### src/rtl/reg_bank8.sv
// Eight 8-bit registers with per-register pending (scoreboard) flags, a pending
// count, same-cycle issue/write-back arbitration and a sticky stray-write flag.
module reg_bank8 (
    input  logic       clk,
    input  logic       rst_n,
    input  logic       we,
    input  logic [2:0] waddr,
    input  logic [7:0] wdata,
    input  logic       issue,
    input  logic [2:0] issue_addr,
    input  logic [2:0] rsel,
    output logic [7:0] r0,
    output logic [7:0] r1,
    output logic [7:0] r2,
    output logic [7:0] r3,
    output logic [7:0] r4,
    output logic [7:0] r5,
    output logic [7:0] r6,
    output logic [7:0] r7,
    output logic [7:0] pend,
    output logic [3:0] pend_cnt,
    output logic       hazard,
    output logic       issue_stall,
    output logic       err_stray
);

    localparam int unsigned NREGS = 8;
    localparam int unsigned DW    = 8;
    localparam int unsigned CW    = 4;

    logic [DW-1:0]    regs_q [NREGS];
    logic [DW-1:0]    regs_d [NREGS];
    logic [NREGS-1:0] pend_q;
    logic [NREGS-1:0] pend_d;
    logic [CW-1:0]    pend_cnt_q;
    logic [CW-1:0]    pend_cnt_d;
    logic             err_stray_q;
    logic             err_stray_d;

    logic             same_idx;
    logic             issue_ok;
    logic             cnt_inc;
    logic             cnt_dec;

    // A write-back to the same index frees the slot, so that issue is not stalled.
    always_comb begin
        same_idx    = we && (waddr == issue_addr);
        issue_stall = issue && pend_q[issue_addr] && !same_idx;
        issue_ok    = issue && !issue_stall;
        hazard      = pend_q[rsel];
    end

    // Data registers: write-back only, no bypass.
    always_comb begin
        for (int i = 0; i < int'(NREGS); i++) begin
            regs_d[i] = regs_q[i];
        end
        if (we) begin
            regs_d[waddr] = wdata;
        end
    end

    // Clear on write-back first, then set on issue so a same-index issue wins.
    always_comb begin
        pend_d = pend_q;
        if (we) begin
            pend_d[waddr] = 1'b0;
        end
        if (issue_ok) begin
            pend_d[issue_addr] = 1'b1;
        end
    end

    // Count tracks bit transitions; a same-index clear+set leaves the bit set.
    always_comb begin
        cnt_inc    = issue_ok && !pend_q[issue_addr];
        cnt_dec    = we && pend_q[waddr] && !(issue_ok && same_idx);
        pend_cnt_d = pend_cnt_q;
        unique case ({cnt_inc, cnt_dec})
            2'b10: begin
                if (pend_cnt_q != CW'(NREGS)) begin
                    pend_cnt_d = pend_cnt_q + CW'(1);
                end
            end
            2'b01: begin
                if (pend_cnt_q != CW'(0)) begin
                    pend_cnt_d = pend_cnt_q - CW'(1);
                end
            end
            default: pend_cnt_d = pend_cnt_q;
        endcase
    end

    always_comb begin
        err_stray_d = err_stray_q;
        if (we && !pend_q[waddr]) begin
            err_stray_d = 1'b1;
        end
    end

    always_ff @(posedge clk or negedge rst_n) begin
        if (!rst_n) begin
            for (int i = 0; i < int'(NREGS); i++) begin
                regs_q[i] <= '0;
            end
            pend_q      <= '0;
            pend_cnt_q  <= '0;
            err_stray_q <= 1'b0;
        end else begin
            for (int i = 0; i < int'(NREGS); i++) begin
                regs_q[i] <= regs_d[i];
            end
            pend_q      <= pend_d;
            pend_cnt_q  <= pend_cnt_d;
            err_stray_q <= err_stray_d;
        end
    end

    always_comb begin
        r0        = regs_q[0];
        r1        = regs_q[1];
        r2        = regs_q[2];
        r3        = regs_q[3];
        r4        = regs_q[4];
        r5        = regs_q[5];
        r6        = regs_q[6];
        r7        = regs_q[7];
        pend      = pend_q;
        pend_cnt  = pend_cnt_q;
        err_stray = err_stray_q;
    end

endmodule

### config.mk
export PLATFORM = sky130hd
export DESIGN_NAME = reg_bank8
export DESIGN_NICKNAME = d
export VERILOG_FILES = /design/src/rtl/reg_bank8.sv
export SDC_FILE = /design/constraint.sdc
export NUM_CORES = 1
export LEC_CHECK = 0
export BUFFER_PORTS_ARGS = -buffer_cell sky130_fd_sc_hd__buf_2
export CAP_MARGIN = 10
export CORE_MARGIN = 4
export CORE_UTILIZATION = 35
export DETAILED_ROUTE_END_ITERATION = 16
export GPL_ROUTABILITY_DRIVEN = 0
export PLACE_DENSITY_LB_ADDON = 0.25
export SYNTH_ARGS = -nofsm -noshare
export SYNTH_HDL_FRONTEND = slang
export SYNTH_SLANG_ARGS = --single-unit
### constraint.sdc
create_clock -name clk -period 3.31 [get_ports clk]
set_clock_uncertainty 0.05 [all_clocks]
set_input_delay 0 -clock clk [delete_from_list [all_inputs] [get_ports clk]]
set_output_delay 0 -clock clk [all_outputs]
set_load 0.005 [all_outputs]
==> results of run 1 <==
-- per-stage QoR --
| step | cells | utilization |
|---|---|---|
| 3_3_place_gp | 456 | 0.430 |
| 2_1_floorplan | 234 | - |
| 6_report | 485 | 0.464 |
| 5_1_grt | 485 | 0.464 |
| 3_5_place_dp | 456 | 0.430 |
| 4_1_cts | 485 | 0.464 |
-- what timing repair did --
item / 4_1_cts / 5_1_grt
gates resized for setup: 0 / 0
setup buffers: 0 / 0
hold endpoints to repair: 146 / 0
hold buffers: 13 / 0
-- layout make-up --
| class | count | area, um2 |
|---|---|---|
| fillers | 883 | 5050 |
| flip-flops and latches | 77 | 1930 |
| multi-input cells | 139 | 1410 |
| repair buffers | 112 | 628 |
| well taps | 129 | 161 |
| clock buffers | 10 | 138 |
| clock inverters | 6 | 52.6 |
| inverters | 12 | 45.0 |
-- worst paths after layout --
check	startpoint	endpoint	slack [ps]
min reg2reg	r4[4]$_DFFE_PN0P_	r4[4]$_DFFE_PN0P_	450
min	issue	pend[7]$_DFF_PN0_	110
max in group asynchronous	rst_n	r0[4]$_DFFE_PN0P_	2260
min in group asynchronous	rst_n	r4[6]$_DFFE_PN0P_	300
max	pend[7]$_DFF_PN0_	pend_cnt[3]$_DFFE_PN0P_	570
max reg2reg	pend[7]$_DFF_PN0_	pend_cnt[3]$_DFFE_PN0P_	570
-- logic make-up (layout without fill, tap and decap cells) --
family / Yosys count / in the layout / share of synthesized area
compound gates: 19 / 19 / 0.0417
xor+xnor: 6 / 6 / 0.0152
fa+ha+maj: 5 / 5 / 0.0203
buf+inv: 18 / 140 / 0.0326
flops: 77 / 77 / 0.558
mux: 74 / 74 / 0.257
simple gates: 35 / 35 / 0.0757
-- registers in the layout, summed over array words and instances (netlist names) --
| signal | cells |
|---|---|
| pend | 8 |
| err_stray | 1 |
| r1 | 8 |
| r5 | 8 |
| r6 | 8 |
| pend_cnt | 4 |
| r3 | 8 |
| r4 | 8 |
| r0 | 8 |
| r7 | 8 |
| r2 | 8 |
-- per-layer routing --
| layer | part of all wire | vias up | global-route usage |
|---|---|---|---|
| li1 | - | 1083 | - |
| met1 | 0.44 | 1214 | 0.205 |
| met2 | 0.46 | 90 | 0.257 |
| met3 | 0.091 | 2 | 0.0696 |
| met4 | 0.0034 | 0 | 0.0352 |
| met5 | 0 | - | 0 |
-- cell usage after synthesis --
cell type / n
mux4_2: 5
fa_1: 1
or2b_2: 1
o21ai_0: 4
mux2_1: 1
nand4_1: 1
o31ai_1: 3
and2b_2: 2
nor3b_4: 2
a32oi_2: 1
inv_1: 12
nor2_1: 2
and3_1: 3
mux2i_1: 3
o21bai_1: 1
nand2b_4: 1
a21oi_1: 2
o32ai_1: 1
xor2_1: 4
xnor2_1: 2
nor3_2: 2
mux2_2: 65
a221oi_1: 1
nand4b_2: 1
o22ai_1: 2
dfrtp_1: 77
nand4b_1: 2
or2_2: 1
nor3_1: 1
ha_1: 4
nand2b_1: 1
a22oi_1: 1
nand3_1: 4
nand2_1: 10
buf_6: 6
o41ai_1: 2
nor4b_4: 1
a22oi_2: 1
-- worst max-delay path, cell delays in order, from the launching register on --
cell	delay (ps)
dfrtp_1	420
mux2i_1	100
mux4_2	530
o21ai_0	150
or2_2	170
ha_1	210
mux2i_1	100
o41ai_1	580
nor3_1	160
xor2_1	170
-- layout by cell type, fill, tap and decap left out, types with 2 or more instances in the layout --
cell type       n
o21ai_0         4
buf_2          98
ha_1            4
xor2_1          4
o41ai_1         2
nor3b_4         2
nor2_1          2
xnor2_1         2
nand3_1         4
mux4_2          5
clkinvlp_4      2
nand4b_1        2
inv_1          12
mux2_2         65
inv_6           2
clkbuf_8       10
dlygate4sd3_1  13
and3_1          3
o22ai_1         2
and2b_2         2
nor3_2          2
a21oi_1         2
nand2_1        10
o31ai_1         3
mux2i_1         3
dfrtp_1        77
-- power by group --
group / internal (uW) / leakage [uW] / total, uW / switching, uW
clock: 305 / 0.0000914 / 683 / 378
combinational: 431 / 0.00104 / 768 / 337
sequential: 1170 / 0.000922 / 1320 / 158
total: 1900 / 0.00205 / 2780 / 874
==> flow_summary.ini, run 1 <==
[routing]
drtIter0Drc = 45
via_count = 2389
viasPerCell = 4.93
drcViolationCount = 0
routed_wirelength_um = 8760
dr.pass1.iters = 4
antenna_left = 0
wl_per_cell_um = 18.1

[global_routing]
first_global_vias = 2594
grt_max_degree = 78
grt_usage = 0.162
overflow = 0
antenna_found_initial = 0
grt_pass1_wl_um = 14100

[critical_path]
critPathKind = reg -> reg
r2r_cells = 9
crit_required_ps = 3490
cp.arrival_ps = 2920
end_kind = flip-flop
critPathMaxFanout = 5
cp-start-kind = flip-flop

[die]
die_y_um = 107
fp.dieW_um = 107
ioPinCount = 100
start_util = 0.367
core_area_mm2 = 0.00942
num_rows = 35
die_area_mm2 = 0.0115

[sta]
max_slew_margin = 0.292
drv_slew = 0
final.setup.tns_ps = 0
timing.hold.ws_ps = 106
hold_viol = 0
tightest_slew_ps = 1060
grt_setup_unrepaired = false
max_freq_mhz = 365
fin_ws_ps = 568
period_minus_slack_ps = 2740
fin_crit_sh = 0.828
finalSetupViolations = 0

[cts]
path_clk_slew_ps = 90
numCtsBuffers = 9
cts_tree = yes
cts_num_sinks = 77
root_buffer = clkbuf_8
clock_latency_ps = 340
htreeDepth = 3
cts_max_path_buffers = 2

[placement]
pre_cts_slack_ps = 606
placed_area_mm2 = 0.00405
dp_hpwl_um = 5890
portBuffers = 99

[power]
peakVddDrop_mv = 0.353
p_leak_uw = 0.00205
total_power_uw = 2780
p_per_area_mw_per_mm2 = 636

[cells_and_area]
design_area_mm2 = 0.00437
area_growth_pct = 26.4
final_layout_size_suffix_gt1_frac = 0.556
fin_nets = 377
antennaDiodeCount = 0

[min_path]
hp-class = in -> reg
hold_path_depth = 3

[synth]
synth.distinct_cells = 38
seq_area_frac_synth = 0.558
yosysTopAreaCell = dfrtp_1
avgSynthCellArea_um2 = 14.8
ys_ff_latch = 77
yosys_warnings = 0
synth_top_cells_by_area = dfrtp_1 (56%), mux2_2 (21%), mux4_2 (3.3%)
syn_inst = 234
yosys.area.top_type_share = 0.558
synthesis.nets = 260
syn_area_mm2 = 0.00345

[status]
status = completed

[run]
maxCapViolations = 0
Power figures use the tool's default switching activity.
==> run 2, diff against run 1 <==
- clock period: 3.31 -> 2.4 ns (I/O delays scaled with it)
==> run 2 against run 1 <==
Against the previous run:
- the flow now finishes with violations (setup timing)
- first-iteration DRC count up 80%
- maximum frequency up 12%
- routed wire length up 3.3%
- register-to-register slack worse by 630 ps
==> flow_summary.ini, run 2 (synthesis gave the netlist of run 1 again) <==
[power]
peakVddDrop_mv = 0.500
p_per_area_mw_per_mm2 = 895
total_power_uw = 4150
p_leak_uw = 0.00219

[routing]
dr.pass1.iters = 5
via_count = 2499
antenna_left = 0
wl_per_cell_um = 17.8
routed_wirelength_um = 9050
drcViolationCount = 0
viasPerCell = 4.93
drtIter0Drc = 81

[global_routing]
antenna_found_initial = 0
first_global_vias = 2661
grt_usage = 0.164
grt_max_degree = 78
grt_pass1_wl_um = 14500
overflow = 0

[cells_and_area]
fillers = 862
layout_commonest_cell = buf_2
fin_util = 0.493
layout_common_cells = buf_2 (98), dfrtp_1 (77), mux2_2 (64)
final_layout_size_suffix_gt1_frac = 0.614
fin_nets = 399
area_growth_pct = 34.3
antennaDiodeCount = 0

[die]
start_util = 0.367
fp.dieW_um = 107
core_area_mm2 = 0.00942
die_area_mm2 = 0.0115
num_rows = 35
die_y_um = 107
ioPinCount = 100

[critical_path]
timing.critical_path.buf_inv = 0
cp.arrival_ps = 2680
critPathMaxFanout = 4
crit_start = pend[4]$_DFF_PN0_
critPathKind = reg -> reg
worstPathCellList = mux4_2, mux2_4, and3_4, ha_4, ha_4, nand3_2, and3_4, nor3_2, xor2_1
cp_slowest_cell = mux4_2
cpPeakStageDelay_ps = 490
cp-start-kind = flip-flop
worstReg2RegStart = pend[4]$_DFF_PN0_
crit_required_ps = 2620
cpLargestDelayFamily = multiplexers
end_kind = flip-flop

[sta]
max_slew_margin = 0.354
finalSetupViolations = 1
fin_crit_sh = 1.02
hold_viol = 0
grt_setup_unrepaired = true
period_minus_slack_ps = 2460
max_freq_mhz = 407
drv_slew = 0
timing.hold.ws_ps = 110
final.setup.tns_ps = -58.6
fin_ws_ps = -58.6
tightest_slew_ps = 969

[status]
status = finished, violations left
violations = setup timing

[cts]
numCtsBuffers = 9
cts_tree = yes
cts_num_sinks = 77
root_buffer = clkbuf_8
path_clk_slew_ps = 90
cts_max_path_buffers = 2
clock_latency_ps = 340
htreeDepth = 3

[min_path]
hp-class = in -> reg
hp-start = issue

[placement]
dp_hpwl_um = 6330
pre_cts_slack_ps = -79.3
portBuffers = 99

[run]
maxCapViolations = 0
-- run 2: changes by cell type in the layout (fill, tap and decap cells not counted), moves of 2 or more --
cell        change
buf_4          +22
ha_1            -3
ha_4            +3
a21oi_1         -2
and3_1          -2
and3_4          +2
clkinvlp_4      -2
nand3_1         -2
nand3_2         +2
-- run 2: metal layers --
layer | up-vias | track usage | share of wire
li1 | 1130 | - | -
met1 | 1270 | 0.210 | 0.44
met2 | 93 | 0.267 | 0.47
met3 | 6 | 0.0618 | 0.080
met4 | 0 | 0.0325 | 0.0053
met5 | - | 0 | 0
-- run 2: final timing paths --
kind                                           endpoint  slack, ps  depth (start not counted)
worst max-delay path            pend_cnt[3]$_DFFE_PN0P_        -60                          9
worst min-delay path                  pend[7]$_DFF_PN0_        110                          3
worst max register to register  pend_cnt[3]$_DFFE_PN0P_        -60                          9
worst min register to register        r4[4]$_DFFE_PN0P_        440                          1
max in group asynchronous             r2[6]$_DFFE_PN0P_       1370                          2
min in group asynchronous             r4[2]$_DFFE_PN0P_        290                          2
-- run 2: report_power, final --
| part | internal [uW] | switching, uW |
|---|---|---|
| Combinational | 765 | 550 |
| Clock | 497 | 521 |
| Sequential | 1610 | 209 |
-- run 2: metrics by stage --
step	std cells	cell area [um2]
after floorplan	234	3500
after global placement	476	4250
after detailed placement	476	4250
after CTS	505	4590
after global routing	507	4640
final	507	4640
-- run 2: final cells by class --
type | count | area, um2 | share of cell area
Clock buffer | 9 | 124 | 0.0267
Clock inverter | 7 | 81.3 | 0.0175
Inverter | 12 | 45.0 | 0.00971
Multi-Input combinational cell | 139 | 1510 | 0.325
Sequential cell | 77 | 1930 | 0.415
Tap cell | 129 | 161 | 0.0348
Timing Repair Buffer | 134 | 793 | 0.171
-- run 2: worst min-delay path: stages --
cell and delay [ps]:
buf_2 130, a22oi_2 120, o31ai_1 210
-- run 2: what timing repair did --
item	in CTS	in global routing
hold buffers	13	0
pin swaps	4	4
endpoints found under the setup margin	1	4
hold endpoints to repair	146	0
buffers inserted	0	2
resized for setup	2	7
